File: src/rtl/dca_row_loader_pkg.sv
// Shared constants for the matrix row loader: instruction field layout and FSM encoding.
package dca_row_loader_pkg;
  localparam int BW_ROW_LOAD_INST = 80;
  localparam int BASE_LSB         = 0;
  localparam int STRIDE_LSB       = 32;
  localparam int NUM_ROW_LSB      = 64;
  localparam int BW_NUM_ROW       = 16;
  localparam int BW_INST_FIELD    = 32;

  typedef enum logic [1:0] {
    ST_IDLE   = 2'd0,
    ST_DECODE = 2'd1,
    ST_RUN    = 2'd2,
    ST_DONE   = 2'd3
  } state_t;
endpackage

File: src/rtl/dca_row_loader_addrgen.sv
// Read-address generator: walks rows/beats with a row-base accumulator and beat adder.
module dca_row_loader_addrgen
  import dca_row_loader_pkg::*;
#(
  parameter int BW_ADDR       = 32,
  parameter int BW_DATA       = 64,
  parameter int BEATS_PER_ROW = 2
) (
  input  logic                  clk,
  input  logic                  rstp,
  input  logic                  clear,
  input  logic                  enable,
  input  logic                  allow,
  input  logic [BW_ADDR-1:0]    base,
  input  logic [BW_ADDR-1:0]    stride,
  input  logic [BW_NUM_ROW-1:0] num_row,
  output logic                  valid,
  input  logic                  ready,
  output logic [BW_ADDR-1:0]    addr
);
  localparam int                 BW_BEAT    = (BEATS_PER_ROW > 1) ? $clog2(BEATS_PER_ROW) : 1;
  localparam logic [BW_BEAT-1:0] LAST_BEAT  = BW_BEAT'(BEATS_PER_ROW - 1);
  localparam logic [BW_ADDR-1:0] BEAT_BYTES = BW_ADDR'(BW_DATA / 8);

  logic [BW_NUM_ROW-1:0] row_cnt;
  logic [BW_BEAT-1:0]    beat_cnt;
  logic [BW_ADDR-1:0]    row_base;
  logic                  pending;
  logic                  fire;

  // valid only falls through allow, which cannot drop while a request is stalled
  assign valid = enable && pending && allow;
  assign fire  = valid && ready;

  always_ff @(posedge clk) begin
    if (rstp) begin
      row_cnt  <= '0;
      beat_cnt <= '0;
      row_base <= '0;
      addr     <= '0;
      pending  <= 1'b0;
    end else if (clear) begin
      row_cnt  <= '0;
      beat_cnt <= '0;
      row_base <= base;
      addr     <= base;
      pending  <= (num_row != '0);
    end else if (fire) begin
      if (beat_cnt == LAST_BEAT) begin
        beat_cnt <= '0;
        row_cnt  <= row_cnt + 1'b1;
        row_base <= row_base + stride;
        addr     <= row_base + stride;
        if (row_cnt == num_row - 1'b1) pending <= 1'b0;
      end else begin
        beat_cnt <= beat_cnt + 1'b1;
        addr     <= addr + BEAT_BYTES;
      end
    end
  end
endmodule

File: src/rtl/dca_matrix_row_loader.sv
// Matrix-load row streamer: decodes one instruction, issues beat reads, assembles rows
// and hands them to the GEMM core with wlast on the final row.
module dca_matrix_row_loader
  import dca_row_loader_pkg::*;
#(
  parameter int BW_ADDR         = 32,
  parameter int BW_DATA         = 64,
  parameter int BEATS_PER_ROW   = 2,
  parameter int MAX_OUTSTANDING = 4
) (
  input  logic                              clk,
  input  logic                              rstp,
  input  logic                              sinst_wvalid,
  input  logic [BW_ROW_LOAD_INST-1:0]       sinst_wdata,
  output logic                              sinst_wready,
  output logic                              sinst_decode_finish,
  output logic                              sinst_execute_finish,
  output logic                              sinst_busy,
  output logic                              rreq_valid,
  input  logic                              rreq_ready,
  output logic [BW_ADDR-1:0]                rreq_addr,
  input  logic                              rresp_valid,
  output logic                              rresp_ready,
  input  logic [BW_DATA-1:0]                rresp_data,
  output logic                              load_tensor_row_wvalid,
  input  logic                              load_tensor_row_wready,
  output logic                              load_tensor_row_wlast,
  output logic [BW_DATA*BEATS_PER_ROW-1:0]  load_tensor_row_wdata
);
  localparam int                 BW_ROW    = BW_DATA * BEATS_PER_ROW;
  localparam int                 BW_BEAT   = (BEATS_PER_ROW > 1) ? $clog2(BEATS_PER_ROW) : 1;
  localparam logic [BW_BEAT-1:0] LAST_BEAT = BW_BEAT'(BEATS_PER_ROW - 1);
  localparam int                 BW_OUT    = $clog2(MAX_OUTSTANDING) + 1;
  localparam logic [BW_OUT-1:0]  MAX_OUT   = BW_OUT'(MAX_OUTSTANDING);

  state_t                state;
  logic [BW_ADDR-1:0]    base_q;
  logic [BW_ADDR-1:0]    stride_q;
  logic [BW_NUM_ROW-1:0] num_row_q;
  logic [BW_NUM_ROW-1:0] rows_built;
  logic [BW_OUT-1:0]     outstanding;
  logic [BW_BEAT-1:0]    rsp_beat;
  logic [BW_ROW-1:0]     asm_q;
  logic [BW_ROW-1:0]     asm_next;
  logic [BW_ROW-1:0]     out_data;
  logic                  out_valid;
  logic                  out_last;
  logic                  req_fire;
  logic                  rsp_fire;
  logic                  row_done;
  logic                  row_fire;

  assign sinst_wready         = (state == ST_IDLE);
  assign sinst_decode_finish  = (state == ST_DECODE);
  assign sinst_execute_finish = (state == ST_DONE);
  assign sinst_busy           = (state != ST_IDLE);

  assign load_tensor_row_wvalid = out_valid;
  assign load_tensor_row_wlast  = out_last;
  assign load_tensor_row_wdata  = out_data;

  // Only a row-completing beat needs the output slot, so only that beat waits on wready
  assign rresp_ready = (state == ST_RUN) &&
                       !((rsp_beat == LAST_BEAT) && out_valid && !load_tensor_row_wready);
  assign req_fire    = rreq_valid && rreq_ready;
  assign rsp_fire    = rresp_valid && rresp_ready;
  assign row_done    = rsp_fire && (rsp_beat == LAST_BEAT);
  assign row_fire    = out_valid && load_tensor_row_wready;

  dca_row_loader_addrgen #(
    .BW_ADDR       (BW_ADDR),
    .BW_DATA       (BW_DATA),
    .BEATS_PER_ROW (BEATS_PER_ROW)
  ) u_addrgen (
    .clk     (clk),
    .rstp    (rstp),
    .clear   (state == ST_DECODE),
    .enable  (state == ST_RUN),
    .allow   (outstanding < MAX_OUT),
    .base    (base_q),
    .stride  (stride_q),
    .num_row (num_row_q),
    .valid   (rreq_valid),
    .ready   (rreq_ready),
    .addr    (rreq_addr)
  );

  always_comb begin
    asm_next = asm_q;
    for (int b = 0; b < BEATS_PER_ROW; b++) begin
      if (rsp_beat == BW_BEAT'(b)) asm_next[b*BW_DATA +: BW_DATA] = rresp_data;
    end
  end

  always_ff @(posedge clk) begin
    if (rstp) begin
      state     <= ST_IDLE;
      base_q    <= '0;
      stride_q  <= '0;
      num_row_q <= '0;
    end else begin
      case (state)
        ST_IDLE: begin
          if (sinst_wvalid) begin
            base_q    <= BW_ADDR'(sinst_wdata[BASE_LSB +: BW_INST_FIELD]);
            stride_q  <= BW_ADDR'(sinst_wdata[STRIDE_LSB +: BW_INST_FIELD]);
            num_row_q <= sinst_wdata[NUM_ROW_LSB +: BW_NUM_ROW];
            state     <= ST_DECODE;
          end
        end
        ST_DECODE: state <= (num_row_q == '0) ? ST_DONE : ST_RUN;
        ST_RUN:    if (row_fire && out_last) state <= ST_DONE;
        ST_DONE:   state <= ST_IDLE;
        default:   state <= ST_IDLE;
      endcase
    end
  end

  always_ff @(posedge clk) begin
    if (rstp) begin
      outstanding <= '0;
      rsp_beat    <= '0;
      rows_built  <= '0;
      asm_q       <= '0;
      out_data    <= '0;
      out_valid   <= 1'b0;
      out_last    <= 1'b0;
    end else if (state == ST_DECODE) begin
      outstanding <= '0;
      rsp_beat    <= '0;
      rows_built  <= '0;
      out_valid   <= 1'b0;
      out_last    <= 1'b0;
    end else begin
      if (req_fire && !rsp_fire) outstanding <= outstanding + 1'b1;
      else if (!req_fire && rsp_fire) outstanding <= outstanding - 1'b1;

      if (rsp_fire) begin
        asm_q    <= asm_next;
        rsp_beat <= (rsp_beat == LAST_BEAT) ? '0 : rsp_beat + 1'b1;
      end

      // A completed row refills the output slot in the same cycle it drains
      if (row_done) begin
        out_data   <= asm_next;
        out_valid  <= 1'b1;
        out_last   <= (rows_built == num_row_q - 1'b1);
        rows_built <= rows_built + 1'b1;
      end else if (row_fire) begin
        out_valid <= 1'b0;
        out_last  <= 1'b0;
      end
    end
  end
endmodule

File: config.mk
export PLATFORM = sky130hd
export DESIGN_NAME = dca_matrix_row_loader
export DESIGN_NICKNAME = d
export VERILOG_FILES = /design/src/rtl/dca_row_loader_pkg.sv /design/src/rtl/dca_row_loader_addrgen.sv /design/src/rtl/dca_matrix_row_loader.sv
export SDC_FILE = /design/constraint.sdc
export NUM_CORES = 1
export LEC_CHECK = 0
export CAP_MARGIN = 0
export CORE_MARGIN = 2
export CORE_UTILIZATION = 30
export CTS_CLUSTER_SIZE = 10
export DETAILED_ROUTE_END_ITERATION = 12
export SYNTH_ARGS = -nofsm -noshare
export SYNTH_HDL_FRONTEND = slang
export SYNTH_SLANG_ARGS = --single-unit
File: constraint.sdc
create_clock -name clk -period 4.06 [get_ports clk]
set_clock_uncertainty 0.15 [all_clocks]
set_input_delay 0.406 -clock clk [delete_from_list [all_inputs] [get_ports clk]]
set_output_delay 0.406 -clock clk [all_outputs]
set_load 0.02 [all_outputs]
* Yosys cells after proc, flatten, opt, wreduce, memory -nomap -nowiden
Index checks and enable logic that the tools add are counted. Widths: inputs -> output; s select.
Storage, ports and cells: bits in registers 442, input bits 150, output and inout bits 168, logic and storage cells 90
Cells by class: add/subtract/negate cells 9, magnitude comparators 1, equal/unequal tests 7, mux-type cells 23, bitwise logic cells 1, reduce and logical (&&, ||, !) cells 33
Operator list (number):
- $mux 32 | 6
- $mux 64 | 2
- $add 16x1->16 const B | 2
- $add 32x32->32 | 1
- $add 32x4->32 const B | 1
- $eq 16x16->1 | 2
- $logic_not 16->1 | 1
- $reduce_bool 16->1 | 1
- $sub 16x1->16 const B | 1
- $logic_and 1x1->1 | 12
- $reduce_and 2->1 | 6
- $reduce_bool 2->1 | 6
- $mux 1 | 10
- $pmux 2 s4 | 1
- $mux 3 | 2
- $eq 2x2->1 const B | 2
- $logic_not 1->1 | 4
- $mux 2 | 2
- $ne 2x2->1 const B | 2
- $add 3x1->3 const B | 1
- $lt 3x3->1 const B | 1
- $reduce_and 3->1 | 1
- $sub 3x1->3 const B | 1
- $add 1x1->1 const B | 2
- 4 further kinds | 4

* Logic depth before layout (Yosys ltp)
depth after elaboration 8, gate-level depth with buffers 12, gate-level depth less buffers 12

* Cells and area by module
A second synthesis with hierarchy kept.
Unflattened totals: cells, all modules 2281, area, all modules 17704.5 sq um
By module, submodules not included:
- dca_matrix_row_loader | instances 1, cells an instance 1400, area each 11008.1 sq um, sequential area each 5925.7 sq um
- dca_row_loader_addrgen | instances 1, cells an instance 881, area each 6696.4 sq um, sequential area each 1641.6 sq um

* Least setup slack after synthesis
No wires, ideal clock.
path kind register to register, start reg stride_q[0], end reg u_addrgen.addr[24], setup time 0.067 ns, data arrival time 2.611 ns, required time 3.843 ns, slack 1.232 ns, cell stages (with the launch flop) 12, path buffers 0, clock period less this slack 2.828 ns, cell sequence dfxtp_1 -> ha_1 -> fa_1 -> a211oi_1 -> o21ai_2 -> o211ai_2 -> nand2_1 -> a211oi_2 -> o21ai_1 -> and3_1 -> or4_4 -> o21ai_2
Between the ends: cells in the longest elaborated chain, start to end 4
RTL lines:
- start, declared | line dca_matrix_row_loader.sv:38 | logic [BW_ADDR-1:0] stride_q;
- start signal, assigned | line dca_matrix_row_loader.sv:106 | stride_q <= BW_ADDR'(sinst_wdata[STRIDE_LSB +: BW_INST_FIELD]);
- $add 32x32->32 | line dca_row_loader_addrgen.sv:53 | addr <= row_base + stride;
- $mux 32 | line dca_row_loader_addrgen.sv:49 | if (beat_cnt == LAST_BEAT) begin
- $mux 32 | line dca_row_loader_addrgen.sv:48 | end else if (fire) begin
- $mux 32 | line dca_row_loader_addrgen.sv:42 | end else if (clear) begin
- end signal, assigned | line dca_row_loader_addrgen.sv:46 | addr <= base;
- end signal, assigned | line dca_row_loader_addrgen.sv:53
- end signal, assigned | line dca_row_loader_addrgen.sv:57 | addr <= addr + BEAT_BYTES;
- end, declared | line dca_row_loader_addrgen.sv:19 | output logic [BW_ADDR-1:0] addr
No other way between the ends. The select of a mux whose other input is x is not followed. A chain may end at the register's enable or synchronous reset.

* Worst setup path after layout
start reg stride_q[0], end reg u_addrgen.addr[30]
Same word-level chain as after synthesis.

==> impl_metrics.env <==
export IMPL_post_synth_main_area_contributors="sky130_fd_sc_hd__dfxtp_1, sky130_fd_sc_hd__nand2_1, sky130_fd_sc_hd__a21oi_1"
export IMPL_syn_instance_count=2150
export IMPL_maxSlewHeadroom_pct=33.6
export IMPL_synth_enable_flop_cells=0
export IMPL_vdd_ir_drop_max_mv=0.288
export IMPL_synth_unique_cells=75
export IMPL_placed_cells=3063
export IMPL_p_int_w=0.00734
export IMPL_areaGrowthSynthToFinish_pct=31.3
export IMPL_placement_cell_area_um2=20500
export IMPL_floorplan_core_area_um2=54900
export IMPL_proportion_of_layout_cells_with_a_drive_suffix_above_1_pct=4.91
export IMPL_report_final_setup_viol=0
export IMPL_remaining_drc_errors=0
export IMPL_clock_sinks=378
export IMPL_clk_path_buf_depth=3
export IMPL_pwr_share_clk_pct=35.0
export IMPL_die_area_um2=57300
export IMPL_area_occupied_by_multi_input_gates_um2=8450
export IMPL_number_of_global_route_vias_before_repair=15151
export IMPL_htreeDepth=2
export IMPL_synthDominantAreaCellType="sky130_fd_sc_hd__dfxtp_1"
export IMPL_synth_yosys_warnings=0
export IMPL_grt_antenna_before_repair=4
export IMPL_share_comb_of_total_power_pct=24.7
export IMPL_critical_path_endpoint_type="flop"
export IMPL_die_w_um=239
export IMPL_hold_viol=0
export IMPL_worst_endpoint_arrival_ns=3.43
export IMPL_floorplan_io_pins=318
export IMPL_cts_resized=0
export IMPL_fin_crit_ns=3.17
export IMPL_pre_antenna_drt_iters=5
export IMPL_route_detailed_wl_per_inst_um=17.0
export IMPL_netlist_top_cells_count="sky130_fd_sc_hd__nand2_1, sky130_fd_sc_hd__a21oi_1, sky130_fd_sc_hd__dfxtp_1"
export IMPL_dr_total_vias=15717
export IMPL_timing_critical_path_from_type="flop"
export IMPL_routabilityCongestion=0.870
export IMPL_sw_frac_of_total_pct=32.4
export IMPL_timing_setup_critical_path_class="flop to flop"
export IMPL_rsz_0062_raised_after_global_routing="no"
export IMPL_antenna_diode_count=0
export IMPL_clk_root_buffer_cell="sky130_fd_sc_hd__clkbuf_16"
export IMPL_fmax_mhz=316
export IMPL_initial_core_utilization_pct=30.3
export IMPL_ys_async_sr_fraction_pct=0
export IMPL_synth_flop_type="sky130_fd_sc_hd__dfxtp_1"
export IMPL_final_min_period_over_clock_period_pct=78.0
export IMPL_cts_buffers_inserted=46
export IMPL_grtUsageTotal_pct=18.1
export IMPL_synth_yosys_seq_area_share_pct=45.5
export IMPL_yosys_cell_count_top_type="sky130_fd_sc_hd__nand2_1"
export IMPL_worstHoldPathType="input pin to flop"
export IMPL_avgSynthCellArea_um2=7.73
export IMPL_grt_overflow_total=0
export IMPL_worst_path_max_fanout=5
export IMPL_postSynthRegisterBits=378
export IMPL_initialDrtViolationCount=838
export IMPL_power_density_cell_area_nw_per_um2=498
export IMPL_clkTransAtPathRegs_ns=0.05
export IMPL_placement_io_buffers=317
export IMPL_layout_filler_cells=5548
export IMPL_cap_violations=0
export IMPL_holdWs_ns=0.129
export IMPL_synthesized_area_um2=16600
export IMPL_postCtsHoldBufs=0
export IMPL_status="completed"
export IMPL_final_util_pct=39.7
export IMPL_cp_required_ns=4.33
export IMPL_clk_insertion_delay_late_ns=0.58
export IMPL_place_hpwl_mm=37.9
export IMPL_final_nets=2600
export IMPL_post_cts_repair_setup_buffers=0
export IMPL_sequentialPowerShare_pct=40.3
export IMPL_layout_area_seq_um2=7570
export IMPL_postSynthNetCount=2343
export IMPL_viasPerCell=5.03
export IMPL_power_switching_w=0.00352
export IMPL_floorplan_rows=86
export IMPL_grt_first_pass_wirelength_mm=82.6
export IMPL_clock_tree_from_tritoncts="done"
export IMPL_power_leakage_nw=7.61
export IMPL_maximum_number_of_pins_on_one_net_before_global_route_repair=97
export IMPL_drt_wl_total_mm=53.3
export IMPL_measured_slew_at_the_worst_slew_check_pin_ns=0.995
export IMPL_layout_cell_area_non_filler_um2=21800
export IMPL_floorplan_die_height_um=239
export IMPL_postRouteAntennaNets=0
export IMPL_report_final_slew_viol_count=0
export IMPL_setup_tns_final_ns=0
export IMPL_final_cell_count_no_fill=3127
export IMPL_reg2reg_setup_slack_ns=0.89
export IMPL_yosysTopAreaCellShare_pct=45.5
[cell usage in the layout, fill, tap and decap left out, drive strengths merged, types with 4 or more instances in the layout]
cell type      Yosys  layout
a211oi             6       6
a21boi             4       4
a21o               9       9
a21oi            384     384
a22oi             17      17
a31oi             18      18
a41oi              6       6
and2               5       5
and3              18      18
and4               4       4
buf               16      31
clkbuf           122      58
clkdlybuf4s50      0     316
dfxtp            378     378
ha                41      41
inv               24      26
mux2i              6       6
nand2            660     660
nand3             35      35
nand4             15      15
nand4b             5       5
nor2              96      96
nor2b             15      15
nor3              22      22
nor4              11      11
o211ai             5       5
o21a               8       8
o21ai             61      61
o21bai             6       6
o31a               5       5
o41ai              5       5
or3               14      14
xnor2             52      52
xor2              41      41
[cell families (layout without fill, tap and decap cells)]
| kind of cell | after synthesis | in the layout | share of synthesized area, % |
|---|---|---|---|
| simple gates | 907 | 907 | 22.7 |
| buf+inv | 162 | 435 | 3.74 |
| flops | 378 | 378 | 45.5 |
| xor+xnor | 93 | 93 | 4.90 |
| compound gates | 559 | 559 | 19.3 |
| fa+ha+maj | 43 | 43 | 3.33 |
| mux | 8 | 8 | 0.497 |
[worst max-delay path, stage by stage, from the launching register on]
cell and delay [ns]:
sky130_fd_sc_hd__dfxtp_1 0.31, sky130_fd_sc_hd__ha_1 0.22, sky130_fd_sc_hd__fa_1 0.43, sky130_fd_sc_hd__a211oi_1 0.29, sky130_fd_sc_hd__o21ai_2 0.16, sky130_fd_sc_hd__o21ai_0 0.43
sky130_fd_sc_hd__a2111o_1 0.25, sky130_fd_sc_hd__a21oi_1 0.11, sky130_fd_sc_hd__o41ai_2 0.25, sky130_fd_sc_hd__xnor2_1 0.11, sky130_fd_sc_hd__a32oi_1 0.21, sky130_fd_sc_hd__o21ai_1 0.09
[metrics by stage]
step                setup WS, ns  power [W]
floorplan                   1.23    0.00611
global placement           0.922    0.00709
detailed placement         0.781    0.00715
CTS                        0.928     0.0110
global route               0.656     0.0114
finish                     0.894     0.0109
[metal layers]
layer,vias to the layer above,share of wire (%),GRT usage [%]
met5,-,0.10,0
met4,8,2.6,5.64
met3,89,9.1,6.20
met2,482,45,29.2
met1,7358,43,22.6
li1,7780,-,-
[layout make-up]
cell class	count	area share, %
flip-flops and latches	378	34.7
clock inverters	6	0.350
well taps	704	4.04
multi-input cells	1610	38.8
inverters	24	0.413
clock buffers	58	5.86
repair buffers	347	15.9
[registers in the layout, summed over array words and instances (netlist names), 2 cells and up]
signal	cells
u_addrgen.row_cnt	16
u_addrgen.row_base	32
rows_built	16
stride_q	32
base_q	32
u_addrgen.addr	32
num_row_q	16
asm_q	64
load_tensor_row_wdata	128
state	2
outstanding	3
[path summary, 6_finish.rpt]
kind,start,to,depth (start not counted)
hold / removal,rstp,stride_q[27],2
hold reg to reg,asm_q[57],load_tensor_row_wdata[57],2
setup / recovery,stride_q[0],u_addrgen.addr[30],11
setup reg to reg,stride_q[0],u_addrgen.addr[30],11
[power groups by stage]
stage,clock network (W),logic (W),registers (W)
6_report,0.00380,0.00268,0.00438
5_1_grt,0.00406,0.00297,0.00442
4_1_cts,0.00391,0.00270,0.00437
3_3_place_gp,0,0.00265,0.00444
2_1_floorplan,0,0.00173,0.00438
3_5_place_dp,0,0.00269,0.00445
Note: power is estimated with default switching activity, not from simulation.
